<file path="config.mk">
export PLATFORM = sky130hd
export DESIGN_NAME = ttc_prescale_tick_lite_flat
export DESIGN_NICKNAME = d
export VERILOG_FILES = /design/src/rtl/ttc_prescale_tick_lite_if.sv /design/src/rtl/ttc_prescale_tick_lite.sv /design/src/flat_wrapper.sv
export SDC_FILE = /design/constraint.sdc
export NUM_CORES = 1
export LEC_CHECK = 0
export ABC_AREA = 1
export CORE_UTILIZATION = 50
export DETAILED_ROUTE_END_ITERATION = 7
export HOLD_SLACK_MARGIN = 0.08
export PLACE_DENSITY = 0.85
export SETUP_SLACK_MARGIN = 0.3
export SYNTH_ARGS = -nofsm -noshare
export SYNTH_HDL_FRONTEND = slang
export SYNTH_SLANG_ARGS = --single-unit
</file>
<file path="constraint.sdc">
create_clock -name pclk -period 2.8 [get_ports pclk]
set_clock_uncertainty 0.1 [all_clocks]
set_input_delay 0.56 -clock pclk [delete_from_list [all_inputs] [get_ports pclk]]
set_output_delay 0.56 -clock pclk [all_outputs]
set_load 0.1 [all_outputs]
</file>
<file path="src/rtl/ttc_prescale_tick_lite_if.sv">
// Channel-side bundle for the TTC tick generator: control inputs coming from
// the clock-control/counter-reset stage plus the tick and debug count going
// back out to the interval/overflow counter.
interface ttc_prescale_tick_lite_if #(
    parameter int PS_WIDTH = 16
);
    logic                count_en;
    logic [6:0]          clk_ctrl_reg;
    logic                ext_clk;
    logic                cnt_tick;
    logic [PS_WIDTH-1:0] ps_cnt_out;

    // Upstream control stage / bench side
    modport master (
        output count_en,
        output clk_ctrl_reg,
        output ext_clk,
        input  cnt_tick,
        input  ps_cnt_out
    );

    // Tick generator side
    modport slave (
        input  count_en,
        input  clk_ctrl_reg,
        input  ext_clk,
        output cnt_tick,
        output ps_cnt_out
    );
endinterface

</file>
<file path="src/rtl/ttc_prescale_tick_lite.sv">
// Count-enable generator for one TTC timer channel. Selects pclk or a
// synchronised external clock edge as the source pulse, optionally divides it
// by 2^(ps_v+1), and emits a registered single-cycle cnt_tick.
module ttc_prescale_tick_lite #(
    parameter int PS_WIDTH    = 16,
    parameter int SYNC_STAGES = 2
) (
    input  logic                    pclk,
    input  logic                    n_p_reset,
    ttc_prescale_tick_lite_if.slave bus
);

    // Terminal count (div-1) as a mask: bits 0..ps_v set, saturating at
    // all-ones when ps_v+1 exceeds the counter width.
    function automatic logic [PS_WIDTH-1:0] div_term(input logic [3:0] ps_v);
        logic [PS_WIDTH-1:0] m;
        m = {PS_WIDTH{1'b0}};
        for (int i = 0; i < PS_WIDTH; i++) begin
            m[i] = ($unsigned(i) <= {28'd0, ps_v});
        end
        return m;
    endfunction

    logic                   ps_en_s;
    logic [3:0]             ps_v_s;
    logic                   ext_sel_s;
    logic                   ext_edge_s;
    logic [SYNC_STAGES-1:0] sync_r;
    logic                   s_ext_s;
    logic                   prev_ext_r;
    logic                   src_s;
    logic [PS_WIDTH-1:0]    div_term_s;
    logic [PS_WIDTH-1:0]    ps_cnt_r;
    logic                   tick_r;

    assign ps_en_s    = bus.clk_ctrl_reg[0];
    assign ps_v_s     = bus.clk_ctrl_reg[4:1];
    assign ext_sel_s  = bus.clk_ctrl_reg[5];
    assign ext_edge_s = bus.clk_ctrl_reg[6];
    assign s_ext_s    = sync_r[SYNC_STAGES-1];
    assign div_term_s = div_term(ps_v_s);

    // Synchroniser and edge history run free so an ext_sel/ext_edge change
    // only ever sees real transitions, never a stale history value.
    always_ff @(posedge pclk or negedge n_p_reset) begin
        if (!n_p_reset) begin
            sync_r     <= {SYNC_STAGES{1'b0}};
            prev_ext_r <= 1'b0;
        end else begin
            sync_r     <= {sync_r[SYNC_STAGES-2:0], bus.ext_clk};
            prev_ext_r <= s_ext_s;
        end
    end

    // Source pulse: every pclk, or one cycle per selected external edge.
    always_comb begin
        src_s = 1'b1;
        if (ext_sel_s) begin
            if (ext_edge_s) begin
                src_s = ~s_ext_s & prev_ext_r;
            end else begin
                src_s = s_ext_s & ~prev_ext_r;
            end
        end else begin
            src_s = 1'b1;
        end
    end

    // Prescale counter and tick; >= compare means a shrinking divider
    // terminates the current period rather than wrapping the counter.
    always_ff @(posedge pclk or negedge n_p_reset) begin
        if (!n_p_reset) begin
            ps_cnt_r <= {PS_WIDTH{1'b0}};
            tick_r   <= 1'b0;
        end else if (!bus.count_en) begin
            ps_cnt_r <= {PS_WIDTH{1'b0}};
            tick_r   <= 1'b0;
        end else if (!ps_en_s) begin
            ps_cnt_r <= {PS_WIDTH{1'b0}};
            tick_r   <= src_s;
        end else if (src_s && (ps_cnt_r >= div_term_s)) begin
            ps_cnt_r <= {PS_WIDTH{1'b0}};
            tick_r   <= 1'b1;
        end else if (src_s) begin
            ps_cnt_r <= ps_cnt_r + {{(PS_WIDTH-1){1'b0}}, 1'b1};
            tick_r   <= 1'b0;
        end else begin
            ps_cnt_r <= ps_cnt_r;
            tick_r   <= 1'b0;
        end
    end

    assign bus.cnt_tick   = tick_r;
    assign bus.ps_cnt_out = ps_cnt_r;

endmodule

</file>
<file path="src/flat_wrapper.sv">
// flat-port wrapper written by rule: the top's interface ports become plain ports
module ttc_prescale_tick_lite_flat 
#(
    parameter int PS_WIDTH    = 16,
    parameter int SYNC_STAGES = 2
)
  (pclk, n_p_reset, bus_count_en, bus_clk_ctrl_reg, bus_ext_clk, bus_cnt_tick, bus_ps_cnt_out);
  ttc_prescale_tick_lite_if #(.PS_WIDTH(PS_WIDTH)) bus_i ();
  input  logic pclk;
  input  logic n_p_reset;
  input wire logic [$bits(bus_i.count_en)-1:0] bus_count_en;
  input wire logic [$bits(bus_i.clk_ctrl_reg)-1:0] bus_clk_ctrl_reg;
  input wire logic [$bits(bus_i.ext_clk)-1:0] bus_ext_clk;
  output wire logic [$bits(bus_i.cnt_tick)-1:0] bus_cnt_tick;
  output wire logic [$bits(bus_i.ps_cnt_out)-1:0] bus_ps_cnt_out;
  assign bus_i.count_en = bus_count_en;
  assign bus_i.clk_ctrl_reg = bus_clk_ctrl_reg;
  assign bus_i.ext_clk = bus_ext_clk;
  assign bus_cnt_tick = bus_i.cnt_tick;
  assign bus_ps_cnt_out = bus_i.ps_cnt_out;
  ttc_prescale_tick_lite #(.PS_WIDTH(PS_WIDTH), .SYNC_STAGES(SYNC_STAGES)) u_core (.pclk(pclk), .n_p_reset(n_p_reset), .bus(bus_i));
endmodule
</file>
==> metrics.txt <==
placed cells roughly 320; status finished clean; crit path launch bus_clk_ctrl_reg[1]; GRT met3 Usage about 2.4%; drt pass-1 iters 4; die area ~0.0036 mm2; Syn Inst Count 247; Reg-to-Reg End u_core.bus.ps_cnt_out[15]$_DFFE_PN0P_; Clk pin slew, worst setup/hold paths 120 ps; FF/Latch Area 500.5 um2; Slew Viols, Final 0; period utilisation layout 82.38%; Max Fclk ~430 MHz; number of global-route vias before repair approximately 1500; Root Buffer clkbuf_4; io pins 28; largest net degree at the start of global routing 21; Final ANT Viol Nets 0; # nets final about 310; Post-CTS Setup Inserts 0; Final Hold Slack 267.7 ps; GP Congestion 0.8453; antenna diode count 0; initial antenna violation count 0; max-cap violations 0; Worst Path Required 2960 ps; Reg-to-Reg Start u_core.bus.ps_cnt_out[13]$_DFFE_PN0P_; overall routing resource usage a little under a quarter; Critical Path AT 2460 ps; Final Instance Area roughly 0.0021 mm2; worst vdd ir ~210 uV; TritonCTS clock tree yes; Slew headroom between 70% and 80%; # port buffers 27; die width about 60 um; Yosys reg bits 20; CTS buffer count 3; die height roughly 60 um; via/cell ratio roughly 5.1; FF-to-FF setup slack 1030 ps; Tightest Pin Transition ~360 ps; fillers approximately 290; kind of end point of the critical path flop; met2 Use GR between 40% and 50%; sequential share of the synthesized area between 20 and 30%; Area Overhead vs Synth 21.24%; total congestion overflow 0; Reg2Reg Depth 8; commonest non-fill, non-tap cell in the layout nand2_1; CP Max Fanout 11; PD cells between 300 and 400 mW/mm2; Mapped Nets 274; cts hold-fix bufs 0; commonest cells after routing, fill and taps aside nand2_1, inv_1, nor2_1; Fin Setup TNS 0 ps; P_leak 1.102 nW; H-tree depth 1; total power ~0.63 mW; Site Rows 20; crit path time final 2307 ps; synthesized area per cell roughly 6.9 um2; Final Hold Fails 0; Finish-stage setup viols 0; hpwl dp 2964 um; Final Util about two thirds; worst skew pair latency 310 ps; Final Non-Filler Cells 323; final WL around 3800 um; library cells used by synthesis 29; critical path capture point u_core.bus.ps_cnt_out[15]$_DFFE_PN0P_; Placed Area 0.001983 mm2; Worst setup SP type primary input; Critical Setup Path Class primary input to flop; Multi-input gate area between 0.001 and 0.0015 mm2; Top Usage Layer GRT met2; drt wl/cell roughly 12 um; clock sinks 20; DRC Markers 0; core area 0.003128 mm2; first-pass GRT wire length 6444 um; cell area after synthesis ~0.0017 mm2; pre-CTS setup slack roughly 11 ps; hold crit path type flop to flop; initial core utilization a little over half; initial drt markers 50; number of synthesis warnings 0; via count roughly 1700; routing usage on met1 between 30% and 40%; clock tree buffer depth 2; share of cells above drive strength 1 17.20%; unrepaired setup endpoints after global routing no; final worst slack a little under 500 ps
-- sequential cells by signal, indices dropped and copies added, names as in the netlist --
name / cells
u_core.bus.cnt_tick: 1
u_core.sync_r: 2
u_core.bus.ps_cnt_out: 16
u_core.prev_ext_r: 1
-- synth_stat cells, drive strengths merged --
cell     n  area (um2)
xnor2    1       8.760
nand3b   1       7.510
or2      1       6.260
or3      1       6.260
nor3b    1       7.510
nor2    34       165.2
inv     26       97.59
dfrtp   20       500.5
o21ai    5       25.02
a21o     1       7.510
a21oi    7       35.03
xor2     6       52.55
nand4   10       62.56
nor3     2       15.01
buf      2       16.26
o21bai   2       18.77
clkbuf   2       17.51
nand2   99       391.6
ha      16       200.2
nand3   10       55.05
-- final cells by class --
cell class	instances	share of cell area, %
clock inverter	1	1.460
inverter	26	4.745
multi-input combinational	197	52.43
sequential	20	24.33
timing repair buffer	32	13.26
clock buffer	3	1.095
tap	44	2.676
-- layer usage --
metal,share of wire [%],vias up
met4,1.5,0
met2,49,31
met1,45,768
met5,0,-
met3,4.1,7
li1,-,852
-- worst min-delay path by stage --
stage	end	slack, ps	cells past startpoint	startpoint
6_report	u_core.sync_r[1]$_DFF_PN0_	270	0	u_core.sync_r[0]$_DFF_PN0_
5_1_grt	u_core.sync_r[1]$_DFF_PN0_	290	0	u_core.sync_r[0]$_DFF_PN0_
3_5_place_dp	u_core.sync_r[1]$_DFF_PN0_	240	0	u_core.sync_r[0]$_DFF_PN0_
4_1_cts	u_core.sync_r[1]$_DFF_PN0_	270	0	u_core.sync_r[0]$_DFF_PN0_
3_3_place_gp	u_core.sync_r[1]$_DFF_PN0_	230	0	u_core.sync_r[0]$_DFF_PN0_
2_1_floorplan	u_core.bus.cnt_tick$_DFF_PN0_	160	0	n_p_reset
-- cells by family (layout without fill, tap and decap cells) --
group | after synthesis | in the layout | share of synthesized area [%]
buf+inv | 30 | 62 | 7.742
flops | 20 | 20 | 29.50
fa+ha+maj | 16 | 16 | 11.80
simple gates | 159 | 159 | 42.26
compound gates | 15 | 15 | 5.088
xor+xnor | 7 | 7 | 3.614
-- critical path, cell delays in order --
cell,delay (ps)
clkdlybuf4s50_1,440
or3_1,390
nor2_2,120
ha_1,230
nand2_1,60
nand2_1,50
nand2_1,50
nand2_1,50
nand2_1,50
nand2_1,50
nand2_2,90
nand2_2,70
nand2_4,120
nand2_1,70
nand2_1,60
-- power breakdown --
| part | switching (mW) | internal (mW) | leakage, nW |
|---|---|---|---|
| Clock | 0.0978 | 0.145 | 0.0279 |
| Sequential | 0.00335 | 0.293 | 0.271 |
| Combinational | 0.0567 | 0.0311 | 0.802 |
| Total | 0.158 | 0.469 | 1.10 |
-- timing repair --
item / in CTS / in global routing
endpoints found under the hold margin: 0 / 0
resized for setup: 0 / 7
setup endpoints to repair: 0 / 15
No activity file was read; power rests on OpenSTA's default activity.
